File: config.mk
export PLATFORM = sky130hd
export DESIGN_NAME = prog_loader
export DESIGN_NICKNAME = d
export VERILOG_FILES = /design/src/rtl/prog_loader.sv
export SDC_FILE = /design/constraint.sdc
export NUM_CORES = 1
export LEC_CHECK = 0
export CAP_MARGIN = 20
export CORE_ASPECT_RATIO = 0.7
export CORE_MARGIN = 2
export CORE_UTILIZATION = 25
export CTS_CLUSTER_SIZE = 16
export DETAILED_ROUTE_END_ITERATION = 8
export GPL_TIMING_DRIVEN = 0
export PLACE_DENSITY_LB_ADDON = 0.05
export SLEW_MARGIN = 20
export SYNTH_ARGS = -nofsm -noshare
export SYNTH_HDL_FRONTEND = slang
export SYNTH_SLANG_ARGS = --single-unit
File: constraint.sdc
create_clock -name clk -period 4 [get_ports clk]
set_input_delay 0.6 -clock clk [delete_from_list [all_inputs] [get_ports clk]]
set_output_delay 0.6 -clock clk [all_outputs]
set_load 0.005 [all_outputs]
File: src/rtl/prog_loader.sv
// prog_loader: front-panel program loader for the 16-bit processor.
// The operator enters each instruction word as two bytes on sw, confirming
// each byte with key_next_n. Completed words are written to consecutive
// program-memory addresses from 0. The processor is held in reset while
// loading; key_run_n (or filling the memory) releases it.
//
// Ports:
//   clk, rst             system clock, synchronous active-high reset
//   sw[7:0]              byte value from the switches (sampled on key event)
//   key_next_n           "byte enter" push-button, active-low, asynchronous
//   key_run_n            "run" push-button, active-low, asynchronous
//   prog_we              one-cycle program-memory write strobe
//   prog_addr, prog_data write address/data, valid with prog_we and held after
//   cpu_rst              active-high reset to the processor
//   loading              high in every state except RUN
//   byte_sel             0 = expecting high byte, 1 = expecting low byte
//   word_count           words written since reset, 0..2^ADDR_W

// Key conditioning: two-flop synchronizer, debouncer, press-event pulse.
//   press  one-cycle pulse in the cycle after the debounced level falls
module prog_loader_debounce #(
    parameter int unsigned DEBOUNCE_CYCLES = 50000
) (
    input  logic clk,
    input  logic rst,
    input  logic key_n,
    output logic press
);
    localparam int unsigned CNT_W = $clog2(DEBOUNCE_CYCLES + 1);

    logic             sync1, sync2;
    logic             stable, stable_d;
    logic [CNT_W-1:0] cnt;

    // The counter runs only while the synchronized level disagrees with the
    // accepted level, so a new level is adopted after DEBOUNCE_CYCLES
    // consecutive disagreeing samples; any return to the old level restarts it.
    always_ff @(posedge clk) begin
        if (rst) begin
            sync1    <= 1'b1;
            sync2    <= 1'b1;
            stable   <= 1'b1;
            stable_d <= 1'b1;
            cnt      <= '0;
        end else begin
            sync1    <= key_n;
            sync2    <= sync1;
            stable_d <= stable;
            if (sync2 == stable) begin
                cnt <= '0;
            end else if (cnt == CNT_W'(DEBOUNCE_CYCLES - 1)) begin
                stable <= sync2;
                cnt    <= '0;
            end else begin
                cnt <= cnt + CNT_W'(1);
            end
        end
    end

    // Only the 1->0 (press) transition produces an event.
    assign press = stable_d & ~stable;
endmodule

module prog_loader #(
    parameter int unsigned DEBOUNCE_CYCLES = 50000,
    parameter int unsigned ADDR_W          = 8,
    parameter int unsigned DATA_W          = 16
) (
    input  logic              clk,
    input  logic              rst,
    input  logic [7:0]        sw,
    input  logic              key_next_n,
    input  logic              key_run_n,
    output logic              prog_we,
    output logic [ADDR_W-1:0] prog_addr,
    output logic [DATA_W-1:0] prog_data,
    output logic              cpu_rst,
    output logic              loading,
    output logic              byte_sel,
    output logic [ADDR_W:0]   word_count
);
    localparam logic [1:0] LOAD_HI = 2'd0;
    localparam logic [1:0] LOAD_LO = 2'd1;
    localparam logic [1:0] WRITE   = 2'd2;
    localparam logic [1:0] RUN     = 2'd3;

    logic              next_evt, run_evt;
    logic [1:0]        state;
    logic [7:0]        hi_byte;
    logic [ADDR_W-1:0] addr;

    prog_loader_debounce #(.DEBOUNCE_CYCLES(DEBOUNCE_CYCLES)) u_next_db (
        .clk   (clk),
        .rst   (rst),
        .key_n (key_next_n),
        .press (next_evt)
    );

    prog_loader_debounce #(.DEBOUNCE_CYCLES(DEBOUNCE_CYCLES)) u_run_db (
        .clk   (clk),
        .rst   (rst),
        .key_n (key_run_n),
        .press (run_evt)
    );

    always_ff @(posedge clk) begin
        if (rst) begin
            state      <= LOAD_HI;
            prog_we    <= 1'b0;
            prog_addr  <= '0;
            prog_data  <= '0;
            hi_byte    <= '0;
            addr       <= '0;
            word_count <= '0;
            cpu_rst    <= 1'b1;
            loading    <= 1'b1;
            byte_sel   <= 1'b0;
        end else begin
            case (state)
                LOAD_HI: begin
                    // Run has priority; a simultaneous next press is dropped.
                    if (run_evt) begin
                        state <= RUN;
                    end else if (next_evt) begin
                        hi_byte  <= sw;
                        byte_sel <= 1'b1;
                        state    <= LOAD_LO;
                    end
                end
                LOAD_LO: begin
                    if (run_evt) begin
                        // Pending high byte is discarded, nothing is written.
                        byte_sel <= 1'b0;
                        state    <= RUN;
                    end else if (next_evt) begin
                        prog_data <= {hi_byte, sw};
                        prog_addr <= addr;
                        prog_we   <= 1'b1;
                        state     <= WRITE;
                    end
                end
                WRITE: begin
                    prog_we    <= 1'b0;
                    word_count <= word_count + (ADDR_W + 1)'(1);
                    byte_sel   <= 1'b0;
                    // A run press during the write takes effect once it is done;
                    // a full memory ends loading without wrapping the address.
                    if (run_evt || addr == '1) begin
                        state <= RUN;
                    end else begin
                        addr  <= addr + ADDR_W'(1);
                        state <= LOAD_HI;
                    end
                end
                RUN: begin
                    cpu_rst <= 1'b0;
                    loading <= 1'b0;
                end
                default: state <= LOAD_HI;
            endcase
        end
    end
endmodule

==> results.toml <==
[clock_tree]
clk_transition_reported_paths_ns = 0.07
post_cts_resized = 0
clk_latency_ns = 0.34
hold_buffers = 0
cts_tree = "yes"
cts_buffer_depth = 2
cts_num_sinks = 94
cts_setup_buffers = 0
root_buffer = "clkbuf_16"
h-tree-depth = 3
cts_made_buffers = 9

[global_route]
first_global_vias = 2953
grt_max_degree = 17
antenna_found_initial = 0
grt_pass1_wl_microns = 15300
grtUsageTotal_pct = 11.6
gr-total-overflow = 0

[placed_design]
port-buffer-count = 48
placed_area_sq_um = 4620
place.gp.congestion = 0.700
place_hpwl_microns = 6440
dp_slack_ns = 1.59

[power]
power.density_nw_per_um2 = 376
p_sw_uw = 403
swShare_pct = 21.8
power.leakage_uw = 0.00164
vdd_drop_max_uv = 241
clkPwrFrac_pct = 46.8
comb_power_share_pct = 2.3
pwr-share-seq_pct = 50.9
internal-power_uw = 1440

[hold_path]
hp-class = "reg -> reg"
hp-start = "u_run_db.sync1"
whs_path_depth = 1
min_to = "u_run_db.sync2"

[drt]
via_count = 3125
avgRoutedWirePerCell_microns = 12.8
drcViolationCount = 0
drt_iter0_markers = 144
wirelength_microns = 9040
dr.pass1.iters = 4
drtAntennaViolNets = 0
avgViaCountPerCell = 4.41

[synthesis]
syn_avg_cell_area_sq_um = 8.75
synth_area_sq_um = 3890
ys_async_sr_fraction_pct = 0
yosys_warnings = 0
syn_nets = 464
synth_edf_count = 0
synth.distinct_cells = 43
ys.flop_type = "dfxtp_1"
ys_ff_latch = 94
syn_inst = 444
yosysSeqAreaShare_pct = 48.4

[setup_path]
path_max_fanout = 10
r2r_end = "addr[7]"
worst-endpoint-arrival_ns = 2.35
r2r_start = "state[0]"
startpoint_type = "flip-flop"
critical_path_class = "reg -> reg"
reg2reg_depth = 6
crit_required_ns = 4.23
end_kind = "flip-flop"
rrSetupSlack_ns = 1.88

[die]
rows = 38
initial_utilization_pct = 25.3
core_area_sq_um = 15400
die_x_microns = 153
fp.dieArea_sq_um = 16600
die_h_microns = 108
boundaryPins = 49

[sta]
worstMarginPinSlew_ns = 0.622
fmax_ghz = 0.471
rsz0062_at_grt = "false"
slew_headroom_pct = 58.5
finalSetupTns_ns = 0
final_hold_viol_count = 0
setup_viol = 0
setup_ws_ns = 1.88
period_share_pct = 53.1
post-route-min-period_ns = 2.12
drv_slew = 0
fin_worst_skew_ns = 0.00557

[final_layout]
fill_cells = 1653
final_area_sq_um = 4910
antenna_cells = 0
area_growth_pct = 26.5
layout_commonest_cell = "dfxtp_1"
drive_gt1_share_pct = 6.69
multi_input_area_sq_um = 1870
mostFrequentLayoutCells = "94 x dfxtp_1, 67 x nand2_1, 56 x nor2_1, 48 x clkdlybuf4s50_1, 36 x a21oi_1"
ff_latch_area_sq_um = 1880
fin_nets = 523

[status]
status = "finished clean"

[run]
cap_violations = 0
-- flip-flops by register name, summed over array words and instances (netlist names), 2 cells and up --
signal and count:
state 2, prog_data 16, hi_byte 8, u_run_db.cnt 16, prog_addr 8, u_next_db.cnt 16
addr 8, word_count 9
-- through the flow --
step	hold WS [ns]	utilization, %	power [uW]	std cells
3_5_place_dp	0.395	30.1	1010	692
2_1_floorplan	0.389	-	981	444
4_1_cts	0.413	32.0	1890	708
6_report	0.408	32.0	1850	708
3_3_place_gp	0.393	30.1	1010	692
5_1_grt	0.423	32.0	1930	708
-- power by group through the flow --
stage,Sequential (uW),Combinational (uW),Clock (uW)
2_1_floorplan,962,18.5,0
3_3_place_gp,962,43.0,0
3_5_place_dp,963,42.8,0
4_1_cts,941,42.9,902
5_1_grt,941,45.8,939
6_report,941,41.8,864
-- worst max-delay path, cell delays in order, from the launching register on --
cell	delay, ns
dfxtp_1	0.36
inv_1	0.15
ha_1	0.18
clkbuf_1	0.44
nand2_1	0.17
nor4_1	0.34
mux2_2	0.37
-- synthesized netlist by cell type, drive strengths merged (2+ instances only) --
| library cell | number | area [sq um] |
|---|---|---|
| ha | 8 | 100 |
| and3 | 6 | 37.5 |
| clkbuf | 14 | 52.6 |
| inv | 11 | 41.3 |
| a211o | 2 | 17.5 |
| or3 | 6 | 37.5 |
| nor2 | 56 | 210 |
| nand4 | 12 | 75.1 |
| and4 | 2 | 17.5 |
| xor2 | 13 | 114 |
| o31ai | 2 | 15.0 |
| nand2 | 68 | 258 |
| or2 | 6 | 37.5 |
| nor3 | 7 | 35.0 |
| mux2i | 13 | 130 |
| or4bb | 2 | 22.5 |
| nor2b | 3 | 18.8 |
| o21ai | 7 | 35.0 |
| or4b | 2 | 20.0 |
| or4 | 5 | 41.3 |
| dfxtp | 94 | 1880 |
| a21o | 2 | 15.0 |
| nand3 | 15 | 75.1 |
| nand2b | 2 | 12.5 |
| buf | 6 | 42.5 |
| nor4 | 9 | 62.6 |
| a21oi | 36 | 180 |
| o211ai | 4 | 30.0 |
| nand4b | 2 | 17.5 |
| xnor2 | 22 | 193 |
-- cells by family (layout without fill, tap and decap cells) --
kind of cell	count (synthesis)	in the layout	synth area share (%)
and+or+nand+nor	204	204	25.3
DFF	94	94	48.4
AOI/OAI and AO/OA	58	58	8.63
xor gates and xnor gates	35	35	7.89
buffers and inverters	31	95	3.51
muxes	14	14	3.64
adders and majority gates	8	8	2.58
-- worst max path at each step --
stage                      from               end  slack, ns  cells past startpoint
4_1_cts                state[0]     word_count[7]       1.86                      6
2_1_floorplan  u_next_db.cnt[7]  u_next_db.stable       2.22                      3
6_report               state[0]           addr[7]       1.88                      6
5_1_grt                state[0]           addr[7]       1.66                      6
3_5_place_dp                rst      prog_data[4]       1.59                      4
3_3_place_gp                rst           addr[5]       1.62                      4
-- area by class of cell --
class,instances,area share (%)
Buffer,20,1.93
Clock buffer,9,4.58
Clock inverter,7,1.48
Inverter,11,0.840
Multi-Input combinational cell,319,38.0
Sequential cell,94,38.3
Tap cell,200,5.09
Timing Repair Buffer,48,9.78
-- per-layer routing --
metal  share of wire, %  GRT usage [%]  wire (microns)  vias up
li1                   -              -               -     1630
met5                  0              0               0        -
met3                3.5           3.09             315       10
met1                 57           17.4            5160     1438
met2                 38           15.8            3430       47
met4                1.4           3.97             131        0
Power figures use the tool's default switching activity.
